File: config.mk
export PLATFORM = sky130hd
export DESIGN_NAME = data_memory_arbiter
export DESIGN_NICKNAME = d
export VERILOG_FILES = /design/src/rtl/cpu_pkg.sv /design/src/rtl/rr_pick2.sv /design/src/rtl/data_memory_arbiter.sv
export SDC_FILE = /design/constraint.sdc
export NUM_CORES = 1
export LEC_CHECK = 0
export CAP_MARGIN = 0
export CORE_MARGIN = 4
export CORE_UTILIZATION = 23
export DETAILED_ROUTE_END_ITERATION = 6
export PLACE_DENSITY = 0.85
export SETUP_SLACK_MARGIN = 0.4
export SLEW_MARGIN = 20
export SYNTH_ARGS = -nofsm -noshare
export SYNTH_HDL_FRONTEND = slang
export SYNTH_SLANG_ARGS = --single-unit
export TNS_END_PERCENT = 1
File: constraint.sdc
create_clock -name clock_in -period 1.9 [get_ports clock_in]
set_input_delay 0.19 -clock clock_in [delete_from_list [all_inputs] [get_ports clock_in]]
set_output_delay 0.19 -clock clock_in [all_outputs]
set_load 0.05 [all_outputs]
File: src/rtl/cpu_pkg.sv
// Shared definitions for the accumulator CPU: requester identities, default
// bus widths and the opcode map used by the control unit and the arbiter.
package cpu_pkg;

  localparam int DEFAULT_ADDR_WIDTH = 11;
  localparam int DEFAULT_DATA_WIDTH = 16;
  localparam int OPCODE_WIDTH       = DEFAULT_DATA_WIDTH - DEFAULT_ADDR_WIDTH;

  typedef enum logic {
    REQ_CPU  = 1'b0,
    REQ_HOST = 1'b1
  } requester_t;

  typedef enum logic [OPCODE_WIDTH-1:0] {
    OP_NOP   = 5'h00,
    OP_LOAD  = 5'h01,
    OP_STORE = 5'h02,
    OP_ADD   = 5'h03,
    OP_SUB   = 5'h04,
    OP_AND   = 5'h05,
    OP_OR    = 5'h06,
    OP_JMP   = 5'h07,
    OP_JZ    = 5'h08,
    OP_HALT  = 5'h1F
  } opcode_t;

  // Width of a counter that must hold 0..max inclusive.
  function automatic int burst_width(input int max);
    return (max < 1) ? 1 : $clog2(max + 1);
  endfunction

endpackage

File: src/rtl/rr_pick2.sv
// Two-way grant decision: round-robin between CPU and host, except that a
// locked host keeps winning ties until it has used up its burst allowance.
module rr_pick2
  import cpu_pkg::*;
#(
  parameter int MAX_BURST = 4,
  parameter int BURST_W   = burst_width(MAX_BURST)
) (
  input  logic [1:0]         req,
  input  requester_t         last_grant,
  input  logic               lock,
  input  logic [BURST_W-1:0] burst_cnt,
  output logic [1:0]         grant
);

  logic host_keeps;

  assign host_keeps = lock && (last_grant == REQ_HOST)
                      && (burst_cnt < BURST_W'(MAX_BURST));

  // NOTE: grant gets a default before the case so no path leaves it unassigned (no latch).
  always_comb begin
    grant = 2'b00;
    unique case (req)
      2'b01:   grant[REQ_CPU]  = 1'b1;
      2'b10:   grant[REQ_HOST] = 1'b1;
      2'b11: begin
        if (host_keeps || last_grant == REQ_CPU) grant[REQ_HOST] = 1'b1;
        else                                     grant[REQ_CPU]  = 1'b1;
      end
      default: grant = 2'b00;
    endcase
  end

endmodule

File: src/rtl/data_memory_arbiter.sv
// Arbitrates the single-port data memory between the CPU datapath and the
// host loader port; returns read data one cycle after the grant.
module data_memory_arbiter
  import cpu_pkg::*;
#(
  parameter int ADDR_WIDTH = DEFAULT_ADDR_WIDTH,
  parameter int DATA_WIDTH = DEFAULT_DATA_WIDTH,
  parameter int MAX_BURST  = 4
) (
  input  logic                  clock_in,
  input  logic                  reset_in,

  input  logic                  cpu_req_in,
  input  logic                  cpu_we_in,
  input  logic [ADDR_WIDTH-1:0] cpu_addr_in,
  input  logic [DATA_WIDTH-1:0] cpu_wdata_in,
  output logic                  cpu_gnt_out,
  output logic                  cpu_stall_out,
  output logic                  cpu_rvalid_out,
  output logic [DATA_WIDTH-1:0] cpu_rdata_out,

  input  logic                  host_req_in,
  input  logic                  host_we_in,
  input  logic [ADDR_WIDTH-1:0] host_addr_in,
  input  logic [DATA_WIDTH-1:0] host_wdata_in,
  input  logic                  host_lock_in,
  output logic                  host_gnt_out,
  output logic                  host_rvalid_out,
  output logic [DATA_WIDTH-1:0] host_rdata_out,

  output logic                  mem_en_out,
  output logic                  mem_we_out,
  output logic [ADDR_WIDTH-1:0] mem_addr_out,
  output logic [DATA_WIDTH-1:0] mem_wdata_out,
  input  logic [DATA_WIDTH-1:0] mem_rdata_in
);

  localparam int BURST_W = burst_width(MAX_BURST);

  requester_t         last_grant;
  logic [BURST_W-1:0] burst_cnt;
  logic [1:0]         rd_owner;
  logic [1:0]         pick;
  logic [1:0]         gnt;

  rr_pick2 #(
    .MAX_BURST (MAX_BURST),
    .BURST_W   (BURST_W)
  ) u_pick (
    .req        ({host_req_in, cpu_req_in}),
    .last_grant (last_grant),
    .lock       (host_lock_in),
    .burst_cnt  (burst_cnt),
    .grant      (pick)
  );

  assign gnt           = reset_in ? 2'b00 : pick;
  assign cpu_gnt_out   = gnt[REQ_CPU];
  assign host_gnt_out  = gnt[REQ_HOST];
  assign cpu_stall_out = cpu_req_in & ~cpu_gnt_out;

  always_comb begin
    mem_en_out    = 1'b0;
    mem_we_out    = 1'b0;
    mem_addr_out  = '0;
    mem_wdata_out = '0;
    if (gnt[REQ_CPU]) begin
      mem_en_out    = 1'b1;
      mem_we_out    = cpu_we_in;
      mem_addr_out  = cpu_addr_in;
      mem_wdata_out = cpu_wdata_in;
    end else if (gnt[REQ_HOST]) begin
      mem_en_out    = 1'b1;
      mem_we_out    = host_we_in;
      mem_addr_out  = host_addr_in;
      mem_wdata_out = host_wdata_in;
    end
  end

  // NOTE: state registers use non-blocking assignments so every update sees pre-edge values.
  always_ff @(posedge clock_in) begin
    if (reset_in) begin
      last_grant <= REQ_HOST;
      burst_cnt  <= '0;
      rd_owner   <= 2'b00;
    end else begin
      if (gnt[REQ_CPU]) begin
        last_grant <= REQ_CPU;
        burst_cnt  <= '0;
      end else if (gnt[REQ_HOST]) begin
        last_grant <= REQ_HOST;
        if (burst_cnt != BURST_W'(MAX_BURST)) burst_cnt <= burst_cnt + 1'b1;
      end else begin
        burst_cnt <= '0;
      end
      rd_owner[REQ_CPU]  <= gnt[REQ_CPU]  & ~cpu_we_in;
      rd_owner[REQ_HOST] <= gnt[REQ_HOST] & ~host_we_in;
    end
  end

  // Gating with reset drops a read whose data would land during the reset cycle.
  assign cpu_rvalid_out  = rd_owner[REQ_CPU]  & ~reset_in;
  assign host_rvalid_out = rd_owner[REQ_HOST] & ~reset_in;
  assign cpu_rdata_out   = cpu_rvalid_out  ? mem_rdata_in : '0;
  assign host_rdata_out  = host_rvalid_out ? mem_rdata_in : '0;

endmodule

==> impl_metrics.csv, run 1 <==
group,metric,value,unit
synth,synth_top_area_share,32.9,%
global_routing,grt_overflow,0,
routing,postRouteAntennaNets,0,
routing,highest_layer,"met4",
cells_and_area,fin_cells,311,
power_and_ir_drop,ir_worst_vdd,373,uV
routing,drtIter0Drc,62,
timing,report.final.slew_viol_count,0,
routing,dr_total_vias,1553,
synth,ys_ff_latch,6,
global_routing,grt_first_pass_wirelength,8.03,mm
worst_setup_path,path_cells,"buf_6 -> nand2_4 -> o21ai_4 -> inv_4 -> clkbuf_16 -> a32o_2 -> buf_8",
cells_and_area,n_antenna_cell,0,
synth,netlist_area,852,sq um
cts,cts_tree,"built",
timing,rsz0062_at_grt,"yes",
routing,via_per_inst,4.99,
cells_and_area,final_net_count,346,
die,die_h,68.9,um
place,io_buffers,142,
worst_setup_path,path_class,"flip-flop to output pin",
cts,clk_path_buf_depth,2,
worst_setup_path,critPathSlowestCell,"dfxtp_2",
worst_setup_path,cpPeakStageDelay,0.34,ns
cts,cts_buffers,3,
synth,synthCells,111,
synth,synth_cell_type_count,19,
hold_path,hold_class,"flip-flop to flip-flop",
worst_setup_path,start_kind,"flip-flop",
cells_and_area,fill_cells,156,
power_and_ir_drop,seq_power_share,11.7,%
cells_and_area,synthToLayoutAreaGrowth,260,%
place,globalplace.congestion,0.739,
run,max_cap_viol_count,0,
timing,tns,0,ns
global_routing,grt_pass1_vias,1642,
cells_and_area,fin_area,0.00307,sq mm
place,dp_hpwl,4.26,mm
routing,wl,6.33,mm
die,coreArea,0.00347,sq mm
power_and_ir_drop,swShare,41.2,%
timing,hold_viol,0,
place,dpl_cell_area,0.00267,sq mm
cells_and_area,utilization,88.5,%
timing,timing.final.crit_share,92.4,%
worst_setup_path,regToRegStartpoint,"burst_cnt[2]$_SDFFE_PP0N_",
die,die_x,68.9,um
cts,cts.sinks,6,
worst_setup_path,critPathLaunch,"last_grant$_SDFFE_PP1P_",
synth,synth-warning-count,0,
power_and_ir_drop,intPower,681,uW
routing,drcViolationCount,0,
worst_setup_path,r2r_cells,6,
timing,skew,0.00309,ns
power_and_ir_drop,p_leak,0.00135,uW
cts,insertion_delay,0.23,ns
global_routing,antenna_found_initial,0,
die,num_rows,21,
power_and_ir_drop,p_switching,477,uW
synth,syn_nets,190,
worst_setup_path,endpoint,"mem_addr_out[8]",
cells_and_area,drive_above_1_share,43.8,%
die,die_area,0.00474,sq mm
global_routing,grt_start_max_net_pins,31,
cells_and_area,multi_input_area,721,sq um
timing,finalCriticalPeriod,1.76,ns
timing,setup_viol,0,
cts,clockRootBuffer,"clkbuf_8",
power_and_ir_drop,p_comb_share,70.7,%
synth,yosysSeqAreaShare,14.1,%
synth,yosys.area.top_type,"a32o_1",
worst_setup_path,worstPathArrival,1.57,ns
routing,met1_length,2.08,mm
routing,drt_first_pass_iters,4,
worst_setup_path,end_kind,"output pin",
routing,wl_per_cell,20.4,um
place,place_inst,295,
die,start_util,24.6,%
timing,slew-limit-headroom,83.2,%
timing,timing.fmax,570,MHz
timing,tightest_slew,0.251,ns
global_routing,grt_use_total,22.8,%
worst_setup_path,r2r_slack,0.67,ns
outcome,status,"finished, final reports clean",
routing,wl_met3,828,um
worst_setup_path,required,1.71,ns
worst_setup_path,cp_max_fo,7,
synth,yosys-top-cells-area,"a32o_1 (33%), and2_1 (23%), dfxtp_1 (14%)",
power_and_ir_drop,clkPwrFrac,17.5,%
worst_setup_path,regToRegEndpoint,"rd_owner[0]$_SDFF_PP0_",
cts,cts.clk_slew.worst_paths,0.04,ns
synth,synth_area_per_cell,7.68,sq um
die,ios,143,
cells_and_area,regArea,125,sq um
cts,htreeDepth,1,
power_and_ir_drop,power.density,377,mW/mm^2
routing,wl_met2,3.33,mm
cts,cts_hold_buf,0,
-- cells by family (layout without fill, tap and decap cells) --
| logic type | after synthesis | count (layout) | share of synthesized area, % |
|---|---|---|---|
| simple gates | 54 | 54 | 35.4 |
| compound gates | 33 | 33 | 36.9 |
| buf+inv | 15 | 169 | 9.69 |
| flops | 6 | 6 | 14.1 |
| fa+ha+maj | 2 | 2 | 2.94 |
| xor+xnor | 1 | 1 | 1.03 |
-- registers in the layout (all words and copies together) (netlist names) --
signal      cells
burst_cnt       3
rd_owner        2
last_grant      1
-- layout make-up --
cell class / instances / share of cell area [%]
well taps: 46 / 1.87
multi-input cells: 90 / 23.5
inverters: 4 / 0.570
repair buffers: 162 / 68.7
flip-flops and latches: 6 / 4.07
clock buffers: 3 / 1.34
-- placed cells by master, fill, tap and decap left out, drive strengths merged --
cell type / count
a21o: 2
a21oi: 2
a32o: 28
and2: 32
buf: 84
clkbuf: 5
clkdlybuf4s50: 72
dfxtp: 6
dlygate4sd2: 3
dlymetal6s2s: 1
ha: 2
inv: 4
nand2: 4
nand2b: 1
nand3: 1
nor2: 9
nor2b: 5
nor3: 2
o21ai: 1
xnor2: 1
-- Yosys cell counts, drive strengths merged --
library cell and number:
inv 4, a21oi 2, o21ai 1, ha 2, dfxtp 6, clkbuf 5
nor2 9, a21o 2, nand2 4, buf 6, nor3 2, nand2b 1
and2 32, nand3 1, xnor2 1, a32o 28, nor2b 5
-- power by group through the flow --
stage | clock network (uW) | registers, uW | logic [uW]
detailed placement | 0 | 139 | 693
finish | 203 | 136 | 819
CTS | 196 | 135 | 774
global placement | 0 | 138 | 682
global route | 203 | 137 | 847
floorplan | 0 | 137 | 346
-- layer usage --
metal,track usage [%],vias up
met3,10.2,10
li1,-,725
met2,43.6,110
met4,6.33,0
met5,0,-
met1,21.9,708
-- what timing repair did --
action                                  in CTS  in global routing
endpoints found under the setup margin      64                 64
pin swaps                                    3                  3
resized for setup                           45                 15
gates cloned                                 2                  3
buffers inserted                             5                  3
-- critical path, delay by kind of cell (launching register included) --
family / cells / cell delay (ns)
AOI/OAI and AO/OA: 2 / 0.43
DFF: 1 / 0.34
buffers and inverters: 4 / 0.51
and+or+nand+nor: 1 / 0.05
-- how the worst min path moves through the flow --
stage                           endpoint  slack (ns)  cells after the start                 startpoint
4_1_cts        burst_cnt[1]$_SDFFE_PP0N_        0.51                      2  burst_cnt[1]$_SDFFE_PP0N_
3_3_place_gp   burst_cnt[1]$_SDFFE_PP0N_        0.48                      2  burst_cnt[1]$_SDFFE_PP0N_
6_report       burst_cnt[1]$_SDFFE_PP0N_        0.51                      2  burst_cnt[1]$_SDFFE_PP0N_
2_1_floorplan     rd_owner[1]$_SDFF_PP0_        0.26                      1                 host_we_in
3_5_place_dp     last_grant$_SDFFE_PP1P_        0.51                      1    last_grant$_SDFFE_PP1P_
5_1_grt        burst_cnt[1]$_SDFFE_PP0N_        0.56                      2  burst_cnt[1]$_SDFFE_PP0N_
-- per-stage QoR --
stage | setup slack, ns | power, uW | hold slack (ns)
global placement | 0.109 | 820 | 0.481
floorplan | 0.302 | 483 | 0.262
CTS | 0.181 | 1110 | 0.514
finish | 0.144 | 1160 | 0.511
global route | 0.113 | 1190 | 0.558
detailed placement | 0.0690 | 832 | 0.505
Power figures use the tool's default switching activity.
==> run 2: changes to the inputs <==
CAP_MARGIN = default   (was 0)
CORE_MARGIN = default   (was 4)
SKIP_LAST_GASP = 1   (was default)
==> run 2 against run 1 <==
Compared with the run above:
- register-to-register slack improved by 0.03 ns
- global-route usage up 4.6 points
- setup slack improved by 0.023 ns
- via count barely moved
- final cell count decreased by 0.96%
- worst hold slack got worse by 0.053 ns
- critical path depth shrank 2
- maximum frequency is 1.3% higher
- final area fell by 0.98%
- clock skew up 0.00063 ns
- die area is 17% lower
- total power is 2.2% lower
==> impl_metrics.csv, run 2 (same netlist as run 1, synthesis figures left out) <==
group,metric,value,unit
cells_and_area,fill_cells,158,
cells_and_area,synthToLayoutAreaGrowth,257,%
worst_setup_path,path_class,"flip-flop to output pin",
routing,postRouteAntennaNets,0,
routing,drt_first_pass_iters,4,
cts,clockRootBuffer,"clkbuf_8",
place,dp_hpwl,3.68,mm
worst_setup_path,cp.depth,5,
worst_setup_path,critPathSlowestCell,"dfxtp_4",
worst_setup_path,cpPeakStageDelay,0.33,ns
global_routing,grt_overflow,0,
timing,finalCriticalPeriod,1.73,ns
cts,cts_buffers,3,
worst_setup_path,cp_max_fo,8,
cells_and_area,drive_above_1_share,42.4,%
global_routing,grt_start_max_net_pins,31,
die,ios,143,
timing,setup_viol,0,
power_and_ir_drop,ir_worst_vdd,365,uV
worst_setup_path,start_kind,"flip-flop",
worst_setup_path,required,1.71,ns
global_routing,grt_pass1_vias,1640,
timing,slew-limit-headroom,79.7,%
place,globalplace.congestion,0.726,
worst_setup_path,path_cells,"nand2b_4 -> a21o_4 -> buf_12 -> a32o_2 -> buf_8",
cells_and_area,final_cell_mix,"clkdlybuf4s50_1 (72), buf_12 (40), and2_1 (32), buf_6 (27)",
power_and_ir_drop,report.power.total,1130,uW
worst_setup_path,end_kind,"output pin",
routing,dr_total_vias,1554,
routing,drcViolationCount,0,
timing,hold_viol,0,
run,max_cap_viol_count,0,
global_routing,grt_first_pass_wirelength,8.38,mm
routing,wl_per_cell,17.3,um
timing,tns,0,ns
cts,cts_tree,"built",
power_and_ir_drop,power.density,372,mW/mm^2
timing,rsz0062_at_grt,"yes",
cells_and_area,largest_reg_flops,3,
routing,drtIter0Drc,42,
cts,cts.clk_slew.worst_paths,0.04,ns
die,start_util,24.8,%
die,die_x,62.9,um
die,die_h,62.9,um
cts,insertion_delay,0.22,ns
cells_and_area,utilization,88.3,%
outcome,status,"finished, final reports clean",
timing,fin_ws,0.167,ns
cts,cts_hold_buf,0,
cells_and_area,final_net_count,343,
hold_path,whs_path_depth,1,
power_and_ir_drop,p_leak,0.00132,uW
hold_path,hold_class,"flip-flop to flip-flop",
routing,via_per_inst,5.05,
timing,tightest_slew,0.305,ns
global_routing,antenna_found_initial,0,
die,die_area,0.00395,sq mm
place,post-place-ws,0.0679,ns
die,coreArea,0.00344,sq mm
worst_setup_path,r2r_cells,6,
cells_and_area,biggestRegsByFlops,"burst_cnt x3, rd_owner x2, last_grant x1",
place,dpl_cell_area,0.00267,sq mm
cts,clk_path_buf_depth,2,
timing,report.final.slew_viol_count,0,
timing,timing.fmax,577,MHz
global_routing,grt_use_total,27.4,%
worst_setup_path,path_delay_family,"compound AO/OA/AOI/OAI gates",
cells_and_area,n_antenna_cell,0,
die,num_rows,21,
timing,skew,0.00371,ns
cells_and_area,layout_commonest_cell,"clkdlybuf4s50_1",
routing,wl,5.32,mm
cts,htreeDepth,1,
worst_setup_path,cp.buffers_inverters,2,
cts,cts.sinks,6,
timing,timing.final.crit_share,91.2,%
place,io_buffers,142,
cells_and_area,fin_area,0.00304,sq mm
cells_and_area,largest-register,"burst_cnt",
worst_setup_path,worstPathArrival,1.54,ns
[run 2: cell types whose count changed in the layout (fill, tap and decap cells not counted), moves of 2 or more]
cell	before	now
buf_6	30	27
a32o_1	12	14
a32o_2	16	14
buf_16	2	4
[run 2: report_power, final]
part | switching, uW | internal [uW] | leakage, uW
Combinational | 392 | 409 | 0.00125
Clock | 59.3 | 137 | 0.0000216
Sequential | 4.24 | 132 | 0.0000497
[run 2: through the flow]
stage,instances,hold slack [ns]
5_1_grt,308,0.467
4_1_cts,307,0.471
3_3_place_gp,295,0.461
6_report,308,0.458
2_1_floorplan,111,0.262
3_5_place_dp,295,0.463
[run 2: layout make-up]
cell class	instances	area, sq um	area share [%]
Tap cell	46	57.6	1.89
Sequential cell	6	125	4.12
Clock buffer	3	41.3	1.36
Multi-Input combinational cell	90	713	23.5
Inverter	4	17.5	0.576
Timing Repair Buffer	159	2090	68.6
[run 2: timing repair]
item / CTS / global route
buffers inserted: 5 / 0
cloned: 4 / 1
endpoints found under the setup margin: 65 / 63
gates resized for setup: 49 / 7
pin swaps: 3 / 2
[run 2: path summary, 6_finish.rpt]
kind	startpoint	end	slack [ns]
setup / recovery	burst_cnt[2]$_SDFFE_PP0N_	mem_wdata_out[11]	0.17
setup reg to reg	burst_cnt[2]$_SDFFE_PP0N_	rd_owner[0]$_SDFF_PP0_	0.70
hold reg to reg	last_grant$_SDFFE_PP1P_	last_grant$_SDFFE_PP1P_	0.46
hold / removal	last_grant$_SDFFE_PP1P_	last_grant$_SDFFE_PP1P_	0.46
[run 2: metal layers]
metal	up-vias	global-route usage [%]	part of all wire, %
li1	720	-	-
met1	721	27.9	35
met2	103	54.6	55
met3	10	5.84	8.3
met4	0	7.56	1.9
met5	-	0	0
==> run 3: changes to the inputs <==
ABC_AREA = 0   (was default)
CTS_CLUSTER_DIAMETER = 80   (was default)
MAX_ROUTING_LAYER = met4   (was default)
==> run 3 against run 2 <==
Compared with the run above:
- via count up 0.13%
- utilization unchanged
- register-to-register slack about the same
- setup slack worse by 0.0011 ns
- clock-buffer cell count unchanged
- maximum frequency about the same
- wire length about the same
- total power about the same
- first-iteration DRC count down 26%
- sequential share of layout area unchanged
- die area unchanged
- final area unchanged
- critical path type unchanged
- largest cell class unchanged
- highest routed layer unchanged
==> impl_metrics.csv, run 3 (same netlist as run 1, synthesis figures left out) <==
group,metric,value,unit
routing,dr_total_vias,1556,
routing,wl,5.32,mm
outcome,status,"finished, final reports clean",
die,num_rows,21,
worst_setup_path,path_class,"flip-flop to output pin",
routing,drcViolationCount,0,
die,die_area,0.00395,sq mm
timing,report.final.slew_viol_count,0,
cells_and_area,drive_above_1_share,42.4,%
cts,insertion_delay,0.22,ns
cells_and_area,synthToLayoutAreaGrowth,257,%
power_and_ir_drop,ir_worst_vdd,366,uV
cells_and_area,largest_reg_flops,3,
worst_setup_path,start_kind,"flip-flop",
cells_and_area,biggestRegsByFlops,"burst_cnt x3, rd_owner x2, last_grant x1",
cts,cts_buffers,3,
power_and_ir_drop,report.power.total,1130,uW
place,io_buffers,142,
global_routing,grt_pass1_vias,1640,
cts,htreeDepth,1,
global_routing,grt_first_pass_wirelength,8.39,mm
timing,setup_viol,0,
worst_setup_path,worstPathArrival,1.54,ns
cts,clockRootBuffer,"clkbuf_8",
worst_setup_path,cp_max_fo,7,
place,dp_hpwl,3.68,mm
timing,timing.fmax,577,MHz
timing,tns,0,ns
die,coreArea,0.00344,sq mm
place,post-place-ws,0.0679,ns
timing,rsz0062_at_grt,"yes",
routing,postRouteAntennaNets,0,
timing,fin_ws,0.166,ns
global_routing,antenna_found_initial,0,
cells_and_area,final_cell_mix,"clkdlybuf4s50_1 (72), buf_12 (40), and2_1 (32), buf_6 (27)",
cts,cts_tree,"built",
die,ios,143,
timing,skew,0.00369,ns
routing,wl_per_cell,17.3,um
hold_path,hold_class,"flip-flop to flip-flop",
timing,slew-limit-headroom,80.0,%
global_routing,grt_overflow,0,
die,die_x,62.9,um
cells_and_area,n_antenna_cell,0,
worst_setup_path,required,1.71,ns
die,die_h,62.9,um
cts,clk_path_buf_depth,2,
cells_and_area,largest-register,"burst_cnt",
place,globalplace.congestion,0.735,
timing,hold_viol,0,
timing,finalCriticalPeriod,1.73,ns
worst_setup_path,end_kind,"output pin",
timing,tightest_slew,0.300,ns
power_and_ir_drop,p_leak,0.00132,uW
run,max_cap_viol_count,0,
die,start_util,24.8,%
routing,drtIter0Drc,31,
cells_and_area,layout_commonest_cell,"clkdlybuf4s50_1",
power_and_ir_drop,power.density,373,mW/mm^2
cts,cts.sinks,6,
cts,cts_hold_buf,0,
global_routing,grt_start_max_net_pins,31,
cells_and_area,final_net_count,343,
routing,via_per_inst,5.05,
routing,drt_first_pass_iters,4,
timing,timing.final.crit_share,91.3,%
cts,cts.clk_slew.worst_paths,0.04,ns
global_routing,grt_use_total,28.2,%
run 3: cell counts in the layout (fill, tap and decap cells not counted):
Identical to the previous run, type by type.
run 3: timing repair:
action,4_1_cts,5_1_grt
pin swaps,3,2
buffers inserted,5,0
setup endpoints to repair,65,63
gates resized for setup,49,7
cloned,4,1
run 3: power breakdown:
part | internal (uW) | total, uW | switching (uW)
sequential | 132 | 136 | 4.26
clock | 137 | 196 | 59.6
combinational | 409 | 801 | 392
run 3: per-layer routing:
| layer | global-route usage, % | share of wire [%] |
|---|---|---|
| met1 | 28.4 | 35 |
| met2 | 54.6 | 55 |
| met3 | 5.11 | 7.7 |
| met4 | 7.56 | 1.9 |
| met5 | - | 0 |
run 3: worst paths after layout:
path / from / to / slack (ns) / cells after the start
setup reg to reg: burst_cnt[2]$_SDFFE_PP0N_ / rd_owner[0]$_SDFF_PP0_ / 0.70 / 6
setup / recovery: burst_cnt[2]$_SDFFE_PP0N_ / mem_addr_out[6] / 0.17 / 5
hold / removal: last_grant$_SDFFE_PP1P_ / last_grant$_SDFFE_PP1P_ / 0.46 / 1
hold reg to reg: last_grant$_SDFFE_PP1P_ / last_grant$_SDFFE_PP1P_ / 0.46 / 1
run 3: through the flow:
step                      cell area (sq um)  cells  hold WS (ns)  utilization (%)
final                                  3040    308         0.458             88.3
after global routing                   3040    308         0.467             88.3
after CTS                              3000    307         0.471             87.2
after detailed placement               2670    295         0.463             77.4
after global placement                 2670    295         0.461             77.4
after floorplan                         868    111         0.262                -
run 3: worst max-delay path, cell delays in order, from the launching register on:
cell and delay, ns:
dfxtp_4 0.33, nand2b_4 0.14, a21o_4 0.26, clkbuf_16 0.18, a32o_2 0.26, buf_6 0.15
run 3: layout make-up:
cell class | count | area [sq um]
well taps | 46 | 57.6
fillers | 158 | 402
multi-input cells | 90 | 713
repair buffers | 159 | 2090
clock buffers | 3 | 41.3
flip-flops and latches | 6 | 125
inverters | 4 | 17.5
